`config.mk`:
```
export PLATFORM = sky130hd
export DESIGN_NAME = instr_fetch
export DESIGN_NICKNAME = d
export VERILOG_FILES = /design/src/rtl/instr_fetch_pkg.sv /design/src/rtl/fetch_watchdog.sv /design/src/rtl/instr_fetch.sv
export SDC_FILE = /design/constraint.sdc
export NUM_CORES = 1
export LEC_CHECK = 0
export ABC_AREA = 1
export BUFFER_PORTS_ARGS = -buffer_cell sky130_fd_sc_hd__buf_2
export CORE_UTILIZATION = 49
export DETAILED_ROUTE_END_ITERATION = 8
export GPL_TIMING_DRIVEN = 0
export PLACE_DENSITY = 0.84
export RECOVER_POWER = 25
export SLEW_MARGIN = 25
export SYNTH_ARGS = -nofsm -noshare
export SYNTH_HDL_FRONTEND = slang
export SYNTH_SLANG_ARGS = --single-unit
```
`constraint.sdc`:
```
create_clock -name clk -period 3.6 [get_ports clk]
set_input_delay 0.36 -clock clk [delete_from_list [all_inputs] [get_ports clk]]
set_output_delay 0.36 -clock clk [all_outputs]
set_load 0.05 [all_outputs]
```
`src/rtl/instr_fetch_pkg.sv`:
```
// Shared types and constants for the instruction fetch unit.
// State codes, watchdog width and the default NOP instruction.
package instr_fetch_pkg;

  typedef enum logic [2:0] {
    FETCH_IDLE  = 3'd0,
    FETCH_REQ   = 3'd1,
    FETCH_WAIT  = 3'd2,
    FETCH_DRAIN = 3'd3,
    FETCH_FULL  = 3'd4
  } fetch_state_t;

  localparam logic [31:0] NOP_INSTR = 32'h0000_0000;
  localparam int          WD_W      = 8;

endpackage

```
`src/rtl/fetch_watchdog.sv`:
```
// Bus watchdog: counts busy cycles since the last request launch
// and flags expiry when the count reaches WAIT_LIMIT.
module fetch_watchdog
  import instr_fetch_pkg::*;
#(
  parameter int unsigned WAIT_LIMIT = 255
) (
  input  logic clk,
  input  logic rst,
  input  logic i_clr,
  input  logic i_en,
  output logic o_expired
);

  localparam logic [WD_W-1:0] LIM = WD_W'(WAIT_LIMIT);

  logic [WD_W-1:0] r_cnt;

  always_ff @(posedge clk or posedge rst) begin
    if (rst) begin
      r_cnt <= '0;
    end else if (i_clr) begin
      r_cnt <= '0;
    end else if (i_en) begin
      r_cnt <= r_cnt + 1'b1;
    end
  end

  assign o_expired = i_en && (r_cnt == LIM);

endmodule

```
`src/rtl/instr_fetch.sv`:
```
// Instruction fetch: PC consumer, memory req/gnt/rvalid master,
// and single-entry holding register toward decode.
module instr_fetch
  import instr_fetch_pkg::*;
#(
  parameter int unsigned WAIT_LIMIT = 255,
  parameter logic [31:0] NOP_WORD   = NOP_INSTR
) (
  input  logic        clk,
  input  logic        rst,
  input  logic [29:0] pc_current,
  input  logic        pc_valid,
  input  logic        flush,
  output logic        mem_req,
  output logic [29:0] mem_addr,
  input  logic        mem_gnt,
  input  logic        mem_rvalid,
  input  logic [31:0] mem_rdata,
  output logic        instr_valid,
  input  logic        instr_ready,
  output logic [31:0] instr_out,
  output logic [29:0] instr_pc,
  output logic        fetch_stall,
  output logic        bus_err
);

  fetch_state_t r_state;
  fetch_state_t w_next;
  logic [29:0]  r_addr;
  logic [31:0]  r_instr;
  logic [29:0]  r_pc;
  logic         r_err;
  logic         w_load;
  logic         w_cap;
  logic         w_nop;
  logic         w_active;
  logic         w_exp;

  assign w_active = (r_state == FETCH_REQ)  ||
                    (r_state == FETCH_WAIT) ||
                    (r_state == FETCH_DRAIN);

  fetch_watchdog #(
    .WAIT_LIMIT(WAIT_LIMIT)
  ) u_wd (
    .clk      (clk),
    .rst      (rst),
    .i_clr    (w_load),
    .i_en     (w_active),
    .o_expired(w_exp)
  );

  always_comb begin
    w_next = r_state;
    w_load = 1'b0;
    w_cap  = 1'b0;
    w_nop  = 1'b0;
    unique case (r_state)
      FETCH_IDLE: begin
        if (pc_valid && !flush) begin
          w_next = FETCH_REQ;
          w_load = 1'b1;
        end
      end
      FETCH_REQ: begin
        if (w_exp) begin
          w_next = FETCH_FULL;
          w_nop  = 1'b1;
        end else if (mem_gnt) begin
          w_next = flush ? FETCH_DRAIN : FETCH_WAIT;
        end else if (flush) begin
          w_load = 1'b1;
        end
      end
      FETCH_WAIT: begin
        if (w_exp) begin
          w_next = FETCH_FULL;
          w_nop  = 1'b1;
        end else if (mem_rvalid && flush) begin
          w_next = FETCH_REQ;
          w_load = 1'b1;
        end else if (mem_rvalid) begin
          w_next = FETCH_FULL;
          w_cap  = 1'b1;
        end else if (flush) begin
          w_next = FETCH_DRAIN;
        end
      end
      FETCH_DRAIN: begin
        if (w_exp) begin
          w_next = FETCH_IDLE;
        end else if (mem_rvalid) begin
          w_next = FETCH_REQ;
          w_load = 1'b1;
        end
      end
      FETCH_FULL: begin
        if (flush) begin
          w_next = FETCH_IDLE;
        end else if (instr_ready) begin
          w_next = pc_valid ? FETCH_REQ : FETCH_IDLE;
          w_load = pc_valid;
        end
      end
      default: w_next = FETCH_IDLE;
    endcase
  end

  always_ff @(posedge clk or posedge rst) begin
    if (rst) begin
      r_state <= FETCH_IDLE;
    end else begin
      r_state <= w_next;
    end
  end

  // Timeout delivers a NOP tagged with the stuck address.
  always_ff @(posedge clk or posedge rst) begin
    if (rst) begin
      r_addr  <= '0;
      r_instr <= NOP_WORD;
      r_pc    <= '0;
      r_err   <= 1'b0;
    end else begin
      if (w_load) begin
        r_addr <= pc_current;
      end
      if (w_cap) begin
        r_instr <= mem_rdata;
        r_pc    <= r_addr;
      end else if (w_nop) begin
        r_instr <= NOP_WORD;
        r_pc    <= r_addr;
      end
      if (w_exp) begin
        r_err <= 1'b1;
      end
    end
  end

  assign mem_req     = (r_state == FETCH_REQ) && !w_exp;
  assign mem_addr    = r_addr;
  assign instr_valid = (r_state == FETCH_FULL);
  assign instr_out   = r_instr;
  assign instr_pc    = r_pc;
  assign bus_err     = r_err;
  assign fetch_stall = !((r_state == FETCH_IDLE) ||
                         ((r_state == FETCH_FULL) && instr_ready && !flush));

endmodule

```
==> summary.md, run 1 <==
| Metric | Value |
|---|---|
| H-tree levels | 3 |
| Vias per inst | 4.972 |
| RSZ-0062 raised after global routing | no |
| Crit path cell chain | ha_1, inv_1, nor2_1, nand3_1, buf_2, nand2_1, inv_1, buf_2 |
| Hold crit path type | in2reg |
| Outcome | finished, violations left |
| Req. time, crit path | 3.24 ns |
| Num Clock Sinks | 104 |
| Vias in the first global route | 3755 |
| Core area | 8382 µm² |
| Max-cap viol count | 1 |
| Tightest Pin Transition | 1.614 ns |
| Setup-failing EPs final | 0 |
| Layout cells sized above 1 | 30.45% |
| Setup CP Type | reg2out |
| Cell taking the most area after synthesis | dfrtp_1 |
| Global-route wire length before repair | 17.03 mm |
| # diodes | 0 |
| Skew final | 0.01703 ns |
| Routed WL per cell | 13.28 µm |
| Total power | 6.217 mW |
| Netlist cell types | 27 |
| Clock buffer count from CTS | 9 |
| Total Wirelength | 10.47 mm |
| Most common cell after layout, fill and taps aside | nand2_1 |
| Critical-path top delay cell | dfrtp_1 |
| CTS clk-pin slew, worst paths | 0.11 ns |
| CP Data Arrival Time | 1.79 ns |
| Clock Tree Buf Depth | 2 |
| Final setup margin | 1.446 ns |
| Worst skew pair latency | 0.36 ns |
| Fin crit share | 59.85% |
| Crit path launch type | flip-flop |
| Antenna violations before repair | 1 |
| Area Overhead vs Synth | 27.81% |
| Die Wd | 96.13 µm |
| Placed insts | 772 |
| Final instance area | 5549 µm² |
| Power per Cell Area | 1120 nW/µm² |
| Async SR Flop Fraction | 100.0% |
| Die H | 96.13 µm |
| Max Clk Rate | 0.4642 GHz |
| Worst R2R Setup Slack | 1.65 ns |
| Pre-CTS setup slack | 1.703 ns |
| Total track usage | 23.88% |
| IO Count | 165 |
| Port bufs | 164 |
| Setup TNS | 0 ns |
| Final min period | 2.154 ns |
| Peak VDD IR | 0.6799 mV |
| Hold Slack | 0.1838 ns |
| Drc violations | 0 |
| Leak | 3.301 nW |
| Site Rows | 33 |
| Remaining Overflow, GRT | 0 |
| Yosys Warn Count | 0 |
| Largest net degree at the start of global routing | 70 |
| Worst-path fanout max | 10 |
| Synth Register Bits | 104 |
| Post-DP Area | 5326 µm² |
| Most used flip-flop cell after synthesis | dfrtp_1 |
| Clock root buffer | clkbuf_8 |
| Share of Yosys cell area claimed by the top area cell type | 59.94% |
| Share of the yosys chip area belonging to registers | 59.94% |
| Syn_area_per_cell | 8.649 µm² |
| Violated checks | capacitance limit, slew limit |
| DPL Wire Length | 7.711 mm |
| Gp weighted congestion | 0.8876 |
| Via count | 3918 |
| First DRT Iteration DRCs | 145 |
| Relative slew slack | -8.172% |
| Final Max Tran Viols | 36 |
| Routed Antenna Nets | 0 |
| Hold Vio Cnt, Final | 0 |
| Initial Util | 51.80% |
| Synth area leaders | dfrtp_1, nand2_1, nand3_1 |
| CP max stage delay | 0.42 ns |
| Final core utilization | 66.20% |
| Die area | 9241 µm² |
| Largest delay share family, worst path | buffers and inverters |
| Net Count, Synth | 572 |
| Final #Nets | 749 |
| TritonCTS clock tree | yes |
| Gate Count Post-Synth | 502 |
| 1st-pass router iterations | 4 |
| Critical Path End Type | primary output |
| Buf/Inv on CP | 4 |
| Most frequent cells in the layout | nand2_1, buf_2, dfrtp_1 |
| Finished Layout Cells | 788 |
| Post-synth EDFFs | 0 |
| Cell area after synthesis | 4342 µm² |
==> kinds of logic after synthesis <==
| kind of cell | count (synthesis) | synth area share, % |
|---|---|---|
| AND/OR/NAND/NOR | 278 | 26.54 |
| flip-flops | 104 | 59.94 |
| XOR/XNOR | 5 | 1.009 |
| AO/OA/AOI/OAI | 42 | 4.957 |
| adder cells (fa/ha/maj) | 1 | 0.2881 |
| buffers and inverters | 72 | 7.262 |
==> registers in the layout (all words and copies together) (netlist names) <==
register	cells
r_state	3
instr_pc	30
bus_err	1
instr_out	32
mem_addr	30
u_wd.r_cnt	8
==> path summary, 6_finish.rpt <==
path,startpoint,endpoint,depth (start not counted)
setup / recovery,u_wd.r_cnt[0]$_DFFE_PP0P_,mem_req,8
hold / removal,pc_current[16],mem_addr[16]$_DFFE_PP0P_,3
setup reg to reg,u_wd.r_cnt[0]$_DFFE_PP0P_,mem_addr[1]$_DFFE_PP0P_,9
hold reg to reg,bus_err$_DFFE_PP0P_,bus_err$_DFFE_PP0P_,2
max in group asynchronous,rst,mem_addr[12]$_DFFE_PP0P_,4
min in group asynchronous,rst,instr_out[9]$_DFFE_PP0P_,3
==> final cells by class <==
type | count | area [µm²]
inverter | 50 | 188.9
tap | 105 | 131.4
clock buffer | 9 | 123.9
clock inverter | 6 | 92.59
sequential | 104 | 2603
buffer | 22 | 127.6
timing repair buffer | 166 | 858.3
multi-input combinational | 326 | 1424
fill | 697 | 2833
==> worst register-to-register path, stage by stage, from the launching register on <==
cell and delay, ns:
dfrtp_1 0.40, ha_1 0.17, inv_1 0.05, nor2_1 0.09, nand3_1 0.09, buf_2 0.19, nand3_2 0.19, clkbuf_1 0.47
nand3_1 0.16, nand2_1 0.09
==> metal layers <==
layer	vias to the layer above	wire [µm]	global-route usage [%]
li1	1908	-	-
met5	-	12	0
met4	2	222	9.826
met3	22	490	3.791
met2	129	5284	41.25
met1	1857	4456	29.74
==> power breakdown <==
group / internal [mW] / switching, mW
registers: 1.69 / 0.334
logic: 0.773 / 2.64
clock network: 0.392 / 0.397
total: 2.85 / 3.37
==> cells in the mapped netlist, drive strengths merged, types with 3 or more instances <==
cell type	count
nand3	39
xor2	3
dfrtp	104
o21ai	37
a21oi	3
nand4	5
inv	50
nand2	210
buf	17
nor3	3
nor2	20
clkbuf	5
==> repair_timing <==
action / 4_1_cts / 5_1_grt
hold endpoints to repair: 35 / 0
setup buffers: 0 / 0
endpoints found under the setup margin: 0 / 0
hold buffers: 1 / 0
resized for setup: 0 / 0
Power figures use the tool's default switching activity.
==> inputs of run 2 (changes only) <==
- ABC_AREA: 1 -> 0
- CORE_UTILIZATION: 49 -> 50
- PLACE_DENSITY: 0.84 -> 0.83
- clock period: 3.6 -> 2.2 ns (I/O delays scaled with it)
==> summary.md, run 2 <==
| Metric | Value |
|---|---|
| Cell area after synthesis | 5169 µm² |
| CP max stage delay | 0.47 ns |
| Die area | 10750 µm² |
| Largest net degree at the start of global routing | 33 |
| Gp weighted congestion | 0.7740 |
| Net Count, Synth | 531 |
| Hold Vio Cnt, Final | 0 |
| Synth Register Bits | 104 |
| Outcome | complete, no violations |
| Layout cells sized above 1 | 42.33% |
| Commonest cells in the netlist | dfrtp_1, nand2_1, nand3_1, a32o_1 |
| Num Clock Sinks | 104 |
| Remaining Overflow, GRT | 0 |
| # diodes | 0 |
| Clock Tree Buf Depth | 2 |
| 1st-pass router iterations | 5 |
| Cell taking the most area after synthesis | dfrtp_1 |
| Hold Slack | 0.05262 ns |
| Area Overhead vs Synth | 26.29% |
| TritonCTS clock tree | yes |
| H-tree levels | 3 |
| Hold crit path type | in2reg |
| Worst r2r dst | instr_pc[17]$_DFFE_PP0P_ |
| Drc violations | 0 |
| Vias per inst | 5.929 |
| Total power | 11.14 mW |
| Leak | 2.780 nW |
| Most common cell after layout, fill and taps aside | buf_2 |
| Vias in the first global route | 4618 |
| Core area | 9910 µm² |
| Worst hold path depth | 2 |
| Most numerous cell in the Yosys netlist | dfrtp_1 |
| Gate Count Post-Synth | 461 |
| CP Data Arrival Time | 1.92 ns |
| Global-route wire length before repair | 23.09 mm |
| Async SR Flop Fraction | 100.0% |
| Finished Layout Cells | 778 |
| Largest delay share family, worst path | simple AND/OR/NAND/NOR gates |
| Initial Util | 52.16% |
| Syn_area_per_cell | 11.21 µm² |
| Wl on met1 | 5.696 mm |
| IO Count | 165 |
| Worst R2R Setup Slack | 0.08 ns |
| Met2 WL | 7.006 mm |
| Max Clk Rate | 0.4676 GHz |
| Worst Reg-to-Reg Cells | 6 |
| Netlist cell types | 35 |
| Final #Nets | 710 |
| DPL Wire Length | 10.09 mm |
| Post-synth EDFFs | 0 |
| RR Startpoint | r_state[2]$_DFFE_PP0P_ |
| Routed WL per cell | 18.06 µm |
| Req. time, crit path | 1.98 ns |
| Die H | 103.7 µm |
| Crit path cell chain | o21bai_4, nor4_4, nor3_1, buf_2 |
| Critical Path End Type | primary output |
| Synth area leaders | dfrtp_1, nor4b_2, mux2_2 |
| Buf/Inv on CP | 1 |
| Highest Signal Layer | met4 |
| Hold Path Sink | instr_out[12]$_DFFE_PP0P_ |
| Relative slew slack | 28.50% |
| Final core utilization | 65.87% |
| Fin crit share | 97.21% |
| Placed insts | 761 |
| Skew final | 0.01326 ns |
| Critical-path top delay cell | nor4_4 |
| Setup-failing EPs final | 0 |
| Most used flip-flop cell after synthesis | dfrtp_1 |
| Final Max Tran Viols | 0 |
| Antenna violations before repair | 0 |
| Worst skew pair latency | 0.39 ns |
| Peak VDD IR | 1.028 mV |
| Via count | 4613 |
| Final min period | 2.139 ns |
| Routed Antenna Nets | 0 |
| Port bufs | 164 |
| CTS clk-pin slew, worst paths | 0.09 ns |
| Yosys Warn Count | 0 |
| Site Rows | 36 |
| Total Wirelength | 14.05 mm |
| Worst-path fanout max | 7 |
| Max-cap viol count | 0 |
| Die Wd | 103.7 µm |
| Clock root buffer | clkbuf_8 |
| Tightest Pin Transition | 1.067 ns |
| Clock buffer count from CTS | 9 |
| Max FFs per register | 32 |
| Share of the yosys chip area belonging to registers | 50.35% |
| Share of Yosys cell area claimed by the top area cell type | 50.35% |
| Worst hold path startpoint | mem_rdata[12] |
| Crit path launch type | flip-flop |
| Setup CP Type | reg2out |
| Total track usage | 27.00% |
| Most frequent cells in the layout | buf_2, dfrtp_1, nand2_1 |
| Power per Cell Area | 1706 nW/µm² |
| First DRT Iteration DRCs | 285 |
| Met3 Routed Length | 1.072 mm |
| Setup bufs post-CTS | 0 |
[run 2: cell types whose count changed after synthesis, sizes merged, moves of 24 or more]
cell   previous run  this run
inv              50         5
a311o             0        30
nor4b             0        29
nand3            39        63
o21ai            37         2
mux2              0        30
a32o              0        32
nand2           210        70
[run 2: how the worst max path moves through the flow]
stage,end,cells after the start,slack (ns),startpoint
2_1_floorplan,r_state[2]$_DFFE_PP0P_,5,0.01,r_state[2]$_DFFE_PP0P_
3_3_place_gp,mem_addr[27]$_DFFE_PP0P_,7,-0.02,u_wd.r_cnt[0]$_DFFE_PP0P_
4_1_cts,mem_addr[4]$_DFFE_PP0P_,7,0.03,u_wd.r_cnt[0]$_DFFE_PP0P_
6_report,mem_req,4,0.06,r_state[2]$_DFFE_PP0P_
3_5_place_dp,mem_addr[4]$_DFFE_PP0P_,7,-0.08,u_wd.r_cnt[0]$_DFFE_PP0P_
5_1_grt,mem_req,4,-0.0007,r_state[2]$_DFFE_PP0P_
[run 2: cell type report]
cell class / instances / area, µm²
buffer: 45 / 241.5
clock buffer: 10 / 127.6
clock inverter: 6 / 155.1
fill: 771 / 3382
inverter: 6 / 27.53
multi-input combinational: 306 / 2347
sequential: 104 / 2603
tap: 133 / 166.4
timing repair buffer: 168 / 859.6
[run 2: power by group]
| part | leakage (nW) | switching [mW] | internal (mW) |
|---|---|---|---|
| clock network | 0.140 | 0.652 | 0.983 |
| registers | 1.18 | 0.647 | 2.64 |
| logic | 1.45 | 4.37 | 1.85 |
| total | 2.78 | 5.66 | 5.47 |
[run 2: stage by stage]
stage          cell area (µm²)    TNS [ns]  worst slack [ns]
6_report                  6528           0           0.06132
5_1_grt                   6528  -0.0006972        -0.0006972
4_1_cts                   6533           0           0.02537
3_5_place_dp              6227     -0.7540          -0.07954
3_3_place_gp              6160     -0.2214          -0.02388
2_1_floorplan             5172           0           0.01378
[run 2: cell families (layout without fill, tap and decap cells)]
kind of cell / Yosys count / after routing / synth area share (%)
adder cells (fa/ha/maj): 1 / 1 / 0.2420
XOR/XNOR: 8 / 8 / 1.356
flip-flops: 104 / 104 / 50.35
AO/OA/AOI/OAI: 77 / 77 / 14.23
AND/OR/NAND/NOR: 190 / 190 / 22.49
multiplexers: 30 / 30 / 6.536
buffers and inverters: 51 / 235 / 4.793
[run 2: worst register-to-register path, cell delays in order (launching register included)]
cell and delay, ns:
dfrtp_1 0.46, o21bai_4 0.24, or4_1 0.51, buf_2 0.19, buf_6 0.17, nor4b_2 0.30
a311o_1 0.18
[run 2: repair_timing]
action                                 in CTS  in global routing
endpoints found under the hold margin      22                  0
resized for setup                           5                 10
pin swaps                                   0                  1
hold buffers                                1                  0
setup endpoints to repair                  14                 56
[run 2: metal layers]
layer / up-vias / track usage (%)
met2: 222 / 45.35
met5: - / 0
met1: 2282 / 33.50
li1: 2090 / -
met4: 0 / 9.796
met3: 19 / 7.300
